==> src/rtl/flt_multiplier_decomposable_pipe.sv <==
// Decomposable floating-point mantissa/exponent multiplier: one wide lane or 2^m narrower lanes,
// selected per operand set, carried through an elastic valid/ready pipeline of PIPE_STAGES registers.
module flt_multiplier_decomposable_pipe #(
    parameter int N_PARTS     = 4,
    parameter int PART_L      = 8,
    parameter int EXP_L       = 8,
    parameter int PIPE_STAGES = 2,
    localparam int LOG_N  = $clog2(N_PARTS),
    localparam int MODE_L = (LOG_N == 0) ? 1 : $clog2(LOG_N + 1),
    localparam int W      = N_PARTS * PART_L,
    localparam int OUT_W  = W + 2 * N_PARTS,
    localparam int EW     = EXP_L + 1,
    localparam int EXO_W  = N_PARTS * EW
) (
    input  logic                     clk,
    input  logic                     rst_n,
    input  logic                     in_valid,
    output logic                     in_ready,
    input  logic [MODE_L-1:0]        mode,
    input  logic [W-1:0]             mant_in_0,
    input  logic [W-1:0]             mant_in_1,
    input  logic [N_PARTS*EXP_L-1:0] exp_in_0,
    input  logic [N_PARTS*EXP_L-1:0] exp_in_1,
    output logic                     out_valid,
    input  logic                     out_ready,
    output logic [MODE_L-1:0]        mode_out,
    output logic [OUT_W-1:0]         mant_out,
    output logic [EXO_W-1:0]         exp_out,
    output logic [N_PARTS-1:0]       ovf,
    output logic [N_PARTS-1:0]       unf,
    output logic                     mode_err
);

    localparam logic signed [EXP_L:0] EXP_MAX = EW'(2 ** (EXP_L - 1) - 1);
    localparam logic signed [EXP_L:0] EXP_MIN = EW'(-(2 ** (EXP_L - 1)));

    typedef struct packed {
        logic [MODE_L-1:0]  mode;
        logic               err;
        logic [OUT_W-1:0]   mant;
        logic [EXO_W-1:0]   exp;
        logic [N_PARTS-1:0] ovf;
        logic [N_PARTS-1:0] unf;
    } stage_t;

    logic [LOG_N:0][OUT_W-1:0] w_mant_m;
    stage_t                    w_stage_in;
    logic [N_PARTS-1:0]        w_mask;
    logic                      w_legal;
    logic signed [EXP_L:0]     w_sum;
    logic [PIPE_STAGES-1:0]    w_ready;

    stage_t                    r_data [PIPE_STAGES];
    logic [PIPE_STAGES-1:0]    r_valid;

    // One packed result per lane split; each lane keeps the top LW+2 bits of its 2*LW product.
    for (genvar m = 0; m <= LOG_N; m++) begin : g_mode
        localparam int LANES = 1 << m;
        localparam int LW    = W / LANES;
        logic [OUT_W-1:0] w_lane_mant;

        always_comb begin
            // NOTE: every combinational output gets a default first so no path leaves it unassigned (no latch).
            w_lane_mant = '0;
            for (int i = 0; i < LANES; i++) begin
                w_lane_mant[i*(LW+2) +: LW+2] =
                    (LW+2)'(((2*LW)'(mant_in_0[i*LW +: LW]) * (2*LW)'(mant_in_1[i*LW +: LW])) >> (LW - 2));
            end
        end

        assign w_mant_m[m] = w_lane_mant;
    end

    always_comb begin
        w_stage_in = '0;
        w_mask     = '0;
        w_legal    = 1'b0;
        w_sum      = '0;
        for (int m = 0; m <= LOG_N; m++) begin
            if (mode == MODE_L'(m)) begin
                w_legal         = 1'b1;
                w_stage_in.mant = w_mant_m[m];
                for (int i = 0; i < N_PARTS; i++) begin
                    w_mask[i] = (i < (1 << m));
                end
            end
        end
        w_stage_in.mode = mode;
        w_stage_in.err  = !w_legal;
        // Exponents are summed one bit wider than the inputs so the flags can see past the legal range.
        for (int i = 0; i < N_PARTS; i++) begin
            w_sum = EW'($signed(exp_in_0[i*EXP_L +: EXP_L])) + EW'($signed(exp_in_1[i*EXP_L +: EXP_L]));
            if (w_mask[i]) begin
                w_stage_in.exp[i*EW +: EW] = w_sum;
                w_stage_in.ovf[i]          = (w_sum > EXP_MAX);
                w_stage_in.unf[i]          = (w_sum < EXP_MIN);
            end
        end
    end

    // A stage may load when it is empty or some stage downstream of it has room.
    always_comb begin
        for (int s = 0; s < PIPE_STAGES; s++) begin
            w_ready[s] = out_ready;
            for (int t = s; t < PIPE_STAGES; t++) begin
                if (!r_valid[t]) begin
                    w_ready[s] = 1'b1;
                end
            end
        end
    end

    always_ff @(posedge clk or negedge rst_n) begin
        if (!rst_n) begin
            r_valid <= '0;
            // NOTE: stage data is reset too because the last stage drives the outputs, which must read zero in reset.
            for (int s = 0; s < PIPE_STAGES; s++) begin
                r_data[s] <= '0;
            end
        end else begin
            // NOTE: non-blocking assignments let every stage sample the pre-edge value of the stage before it.
            if (w_ready[0]) begin
                r_valid[0] <= in_valid;
                r_data[0]  <= w_stage_in;
            end
            for (int s = 1; s < PIPE_STAGES; s++) begin
                if (w_ready[s]) begin
                    r_valid[s] <= r_valid[s-1];
                    r_data[s]  <= r_data[s-1];
                end
            end
        end
    end

    assign in_ready  = w_ready[0];
    assign out_valid = r_valid[PIPE_STAGES-1];
    assign mode_out  = r_data[PIPE_STAGES-1].mode;
    assign mode_err  = r_data[PIPE_STAGES-1].err;
    assign mant_out  = r_data[PIPE_STAGES-1].mant;
    assign exp_out   = r_data[PIPE_STAGES-1].exp;
    assign ovf       = r_data[PIPE_STAGES-1].ovf;
    assign unf       = r_data[PIPE_STAGES-1].unf;

endmodule
==> config.mk <==
export PLATFORM = sky130hd
export DESIGN_NAME = flt_multiplier_decomposable_pipe
export DESIGN_NICKNAME = d
export VERILOG_FILES = /design/src/rtl/flt_multiplier_decomposable_pipe.sv
export SDC_FILE = /design/constraint.sdc
export NUM_CORES = 2
export LEC_CHECK = 0
export BUFFER_PORTS_ARGS = -buffer_cell sky130_fd_sc_hd__buf_2
export CELL_PAD_IN_SITES_DETAIL_PLACEMENT = 0
export CELL_PAD_IN_SITES_GLOBAL_PLACEMENT = 1
export CORE_UTILIZATION = 40
export CTS_BUF_LIST = sky130_fd_sc_hd__clkbuf_4 sky130_fd_sc_hd__clkbuf_8
export DETAILED_ROUTE_END_ITERATION = 8
export PLACE_DENSITY_LB_ADDON = 0.1
export SLEW_MARGIN = 20
export SYNTH_ARGS = -nofsm -noshare
export SYNTH_HDL_FRONTEND = slang
export SYNTH_SLANG_ARGS = --single-unit
==> constraint.sdc <==
create_clock -name clk -period 2.9 [get_ports clk]
set_input_delay 0.87 -clock clk [delete_from_list [all_inputs] [get_ports clk]]
set_output_delay 0.87 -clock clk [all_outputs]
set_load 0.02 [all_outputs]
After elaboration in Yosys (flattened, before gate mapping)
Cells that the tools add are included.
W data, S select, Z words.
{"block": "word_totals", "ff_bits": 176, "latch_bits": 0, "ramBits": 0, "rom_bits": 0, "in_bits": 134, "output_inout_bits": 89, "elab_cells": 61, "memories": 0}
{"block": "classes", "addsub": 4, "multipliers": 7, "div": 0, "n_lt_le_gt_ge": 8, "n_eq_ne": 2, "shift": 0, "muxes": 24, "n_bitwise": 0, "n_reduce_logical": 2}
{"cell": "$mul A16 B16 Y32", "count": 2}
{"cell": "$mul A32 B32 Y64", "count": 1}
{"cell": "$mul A8 B8 Y16", "count": 4}
{"cell": "$mux W40", "count": 1}
{"cell": "$add A8 B8 Y9", "count": 4}
{"cell": "$gt A9 B8 Y1 const B", "count": 4}
{"cell": "$lt A9 B8 Y1 const B", "count": 4}
{"cell": "$mux W36", "count": 1}
{"cell": "$mux W9", "count": 4}
{"cell": "$mux W34", "count": 1}
{"cell": "$mux W1", "count": 15}
{"cell": "$mux W4", "count": 1}
{"cell": "$eq A2 B1 Y1 const B", "count": 1}
{"cell": "$eq A2 B2 Y1 const B", "count": 1}
{"cell": "$logic_not A2 Y1", "count": 1}
{"cell": "$mux W2", "count": 1}
{"cell": "$logic_not A1 Y1", "count": 1}

Longest topological paths before layout
{"block": "logic_depth", "word_depth": 5, "depth_mapped": 29}

Worst setup path after synthesis
No wires, ideal clock.
{"block": "synth_timing", "path_type": "input port to flip-flop", "start": "input mant_in_1[13]", "end": "register r_data[164] (netlist bit)", "arrival_time_ns": 7.927, "required_ns": 2.813, "slack_ns": -5.114, "stages": 25, "cell_sequence": "clkbuf_1 -> clkbuf_1 -> clkbuf_1 -> nand2_1 -> fa_1 -> fa_1 -> fa_1 -> fa_1 -> inv_1 -> fa_1 -> fa_1 -> fa_1 -> inv_1 -> fa_1 -> inv_1 -> ha_1 -> nand2_4 -> or3_1 -> o22ai_2 -> a211oi_1 -> nand2b_4 -> or4_4 -> a21oi_1 -> and3b_1 -> a211oi_2"}
{"block": "synth_between", "elab_chain_cells": 4}
{"item": "from (decl)", "line_no": "21", "text": "input logic [W-1:0] mant_in_1,"}
{"item": "$mul A32 B32 Y64", "line_no": "67", "text": "(LW+2)'(((2*LW)'(mant_in_0[i*LW +: LW]) * (2*LW)'(mant_in_1[i*LW +: LW])) >> (LW - 2));"}
{"item": "$mux W34", "line_no": "80", "text": "if (mode == MODE_L'(m)) begin"}
{"item": "$mux W36", "line_no": "80"}
{"item": "$mux W40", "line_no": "80"}
{"item": "to (signal, indexed assignment)", "line_no": "129", "text": "r_data[s] <= r_data[s-1];"}
{"item": "to (decl)", "line_no": "53", "text": "stage_t r_data [PIPE_STAGES];"}
No other way between the ends.
A chain may end at the register's enable or synchronous reset.

Final worst setup path
{"block": "layout_timing", "start": "input mant_in_1[18]", "end": "register r_data[164] (netlist bit)"}
{"block": "layout_between", "elab_chain_cells": 4, "word_cells_on_any_way": 5, "cone_classes": "mul (2); mux (3)"}
{"item": "$mul A32 B32 Y64", "line_no": "67"}
{"item": "$mux W34", "line_no": "80"}
{"item": "$mux W36 *", "line_no": "80"}
{"item": "$mux W40 *", "line_no": "80"}
Mark *: on every way between the ends. The rest lies on a longest branch, timed or not.

==> impl_metrics.ini <==
[cells_and_area]
layout-drive-gt1-share_pct = 27.38
finalInstanceArea_um2 = 71610
nets = 9076
fill_cells = 13250
multi_input_area_um2 = 46610
areaGrowthSynthToFinish_pct = 27.14
regArea_um2 = 4404

[clocking]
htreeDepth = 4
numCtsBuffers = 17
clkTransAtPathRegs_ps = 110
cts-root-buf = clkbuf_8
cts_num_sinks = 176
cts_tree = yes
clock_latency_ps = 500
cts_max_path_buffers = 2

[worst_setup_path]
path_cells = buf_6 -> buf_12 -> and2_1 -> fa_1 -> inv_1 -> fa_1 -> inv_1 -> fa_1 -> fa_1 -> fa_1 -> fa_1 -> fa_2 -> fa_2 -> ha_4 -> nand4_1 -> or3_4 -> o22ai_4 -> a211oi_2 -> nand2b_4 -> or4_4 -> a21oi_2 -> and3b_1 -> a211oi_2
critPathBufInv = 4
cp-start-kind = input port
cp.required_ps = 3310
critPathSlowestCell = fa_2
setup.worst_path.end_class = flip-flop
worstPathMaxFanout = 7
critPathTopFamily = adder cells
cp.arrival_ps = 7920
critical_path_class = input port to flip-flop
crit_top_cell = fa_1
critPathMaxStageDelay_ps = 630

[global_routing]
grt_pass1_wl_um = 287900
grt_start_max_net_pins = 89
grt_pass1_vias = 47690
grt-ovfl-total = 0
grt_usage_pct = 27.06
antenna_found_initial = 12

[die]
core-area_um2 = 139500
top_level_ports = 223
die_h_um = 377.2
die_area_um2 = 142300
initial_core_util_pct = 40.36
die-width_um = 377.2
std_cell_rows = 137

[synthesis]
syn_nets = 7951
synth_edf_count = 0
synth_xor_area_share_pct = 2.053
yosys.cell_count.top_type = inv_1
synth_top_family_by_area = adder cells
synth_area_um2 = 56320
yosys.area_share.adder_pct = 56.52
syn_avg_cell_area_um2 = 9.360
async_reset_ff_share_pct = 100.0
yosysWarnings = 0
ys_top_cells_by_area = fa_1 (44%), ha_1 (12%), inv_1 (10%)
synthDominantAreaCellType = fa_1
yosys_most_used_dff = dfrtp_1
muxShareOfSynthArea_pct = 1.924
yosys-top-cells-count = inv_1 (1518), fa_1 (1240), nand2_1 (628)
synth-seq-cells = 176
synth_compound_area_share_pct = 5.994
synth-simple-area-share_pct = 12.77
yosysUniqueCellTypes = 77
synth_top_area_share_pct = 44.08
synthCells = 6017
ys_seq_area_share_pct = 7.820

[timing]
finalHoldViolCount = 0
rsz0062_at_grt = yes
finClkSkew_ps = 20.08
period_needed_ps = 7506
fin_crit_sh_pct = 258.8
tightest_slew_ps = 687.8
final.setup.tns_ps = -165990
maxSlewViolCount = 0
max_freq_ghz = 0.1332
slew_headroom_pct = 53.82
setup_violations = 40
fin_ws_ps = -4606
hold_slack_ps = 315.2

[route]
ant_nets = 0
drt-pass1-iter-count = 5
drc = 0
drt_iter0_markers = 2158
wire_per_inst_um = 20.72
wirelength_um = 187300
vias = 43610
routed_via_density = 4.826

[run_status]
status = finished, violations left
violations = setup timing

[flow_run]
drv_cap = 0

[placement]
io_buffers = 222
hpwl_um = 161600
gp_congestion = 0.9091
place_area_um2 = 67800

[min_path]
hold_path_class = input port to asynchronous set/reset pin
per-stage QoR:
step	setup slack [ps]	utilization, %	std cells
global placement	-5681	48.59	8918
global route	-4766	51.31	9032
finish	-4606	51.32	9036
CTS	-4583	50.57	9007
floorplan	-4504	-	6017
detailed placement	-5791	48.59	8918
final cells by class:
| class | count | share of cell area, % |
|---|---|---|
| Antenna cell | 5 | 0.01747 |
| Clock buffer | 18 | 0.3460 |
| Clock inverter | 14 | 0.1800 |
| Inverter | 1519 | 7.964 |
| Multi-Input combinational cell | 3990 | 65.09 |
| Sequential cell | 176 | 6.151 |
| Tap cell | 1876 | 3.278 |
| Timing Repair Buffer | 1438 | 16.98 |
cells in the final DEF (no fill, tap or decap), drive strengths merged, types with 11 or more instances in the layout:
| master | synthesis | final |
|---|---|---|
| a22oi | 11 | 11 |
| buf | 97 | 1427 |
| inv | 1518 | 1523 |
| nand4 | 26 | 26 |
| mux2 | 90 | 90 |
| o21a | 19 | 19 |
| nand3 | 36 | 36 |
| nand2 | 629 | 629 |
| dfrtp | 176 | 176 |
| a21oi | 159 | 159 |
| ha | 560 | 560 |
| o31ai | 21 | 21 |
| xnor2 | 81 | 81 |
| fa | 1240 | 1240 |
| o22ai | 17 | 17 |
| a31oi | 18 | 18 |
| nor2b | 11 | 11 |
| o21ai | 96 | 96 |
| and2 | 559 | 559 |
| clkbuf | 235 | 29 |
| a221oi | 13 | 13 |
| and3 | 12 | 12 |
| nor3 | 24 | 24 |
| a21o | 46 | 46 |
| xor2 | 51 | 51 |
| nor2 | 96 | 96 |
| o21bai | 38 | 38 |
| a211oi | 15 | 15 |
state kept, by name (all words and copies together), names as in the netlist:
name,count
mode_out,2
r_data,87
r_valid,2
unf,4
mode_err,1
exp_out,36
ovf,4
mant_out,40
final timing paths:
path | start | endpoint | slack (ps) | cells past startpoint
worst max register to register | r_valid[1] | r_data[164] | 930 | 8
worst min register to register | r_data[112] | r_data[112] | 470 | 2
worst max-delay path | mant_in_1[18] | r_data[164] | -4610 | 23
worst min-delay path | rst_n | mant_out[30] | 320 | 1
max in group asynchronous | rst_n | r_data[136] | 1890 | 2
min in group clk | r_data[112] | r_data[112] | 470 | 2
per-layer routing:
metal / vias to the layer above / track usage [%] / part of all wire [%]
li1: 20130 / - / -
met1: 22140 / 37.11 / 44
met3: 196 / 6.620 / 7.4
met4: 10 / 5.047 / 2.3
met5: - / 0 / 0.030
met2: 1130 / 43.59 / 46
cells by family after synthesis:
family                     count (synthesis)
buffers and inverters                   1851
adders and majority gates               1800
and+or+nand+nor                         1441
AOI/OAI and AO/OA                        520
DFF                                      176
xor gates and xnor gates                 132
muxes                                     97
worst register-to-register path, cell delays in order, from the launching register on:
cell      delay [ps]
dfrtp_1          410
nor2b_4          140
and2_4           170
clkinv_2         140
nand2_1          290
a41oi_1          260
o311a_1          230
and3b_1          190
a211oi_2          40
timing repair:
item | CTS | global route
buffers inserted | 49 | 23
resized for setup | 412 | 197
endpoints found under the setup margin | 40 | 40
gates cloned | 14 | 6
pin swaps | 207 | 160
hold buffers | 0 | 0
Power is not shown: default switching activity piles up to over one toggle a cycle in this logic, so the estimate is an artifact.
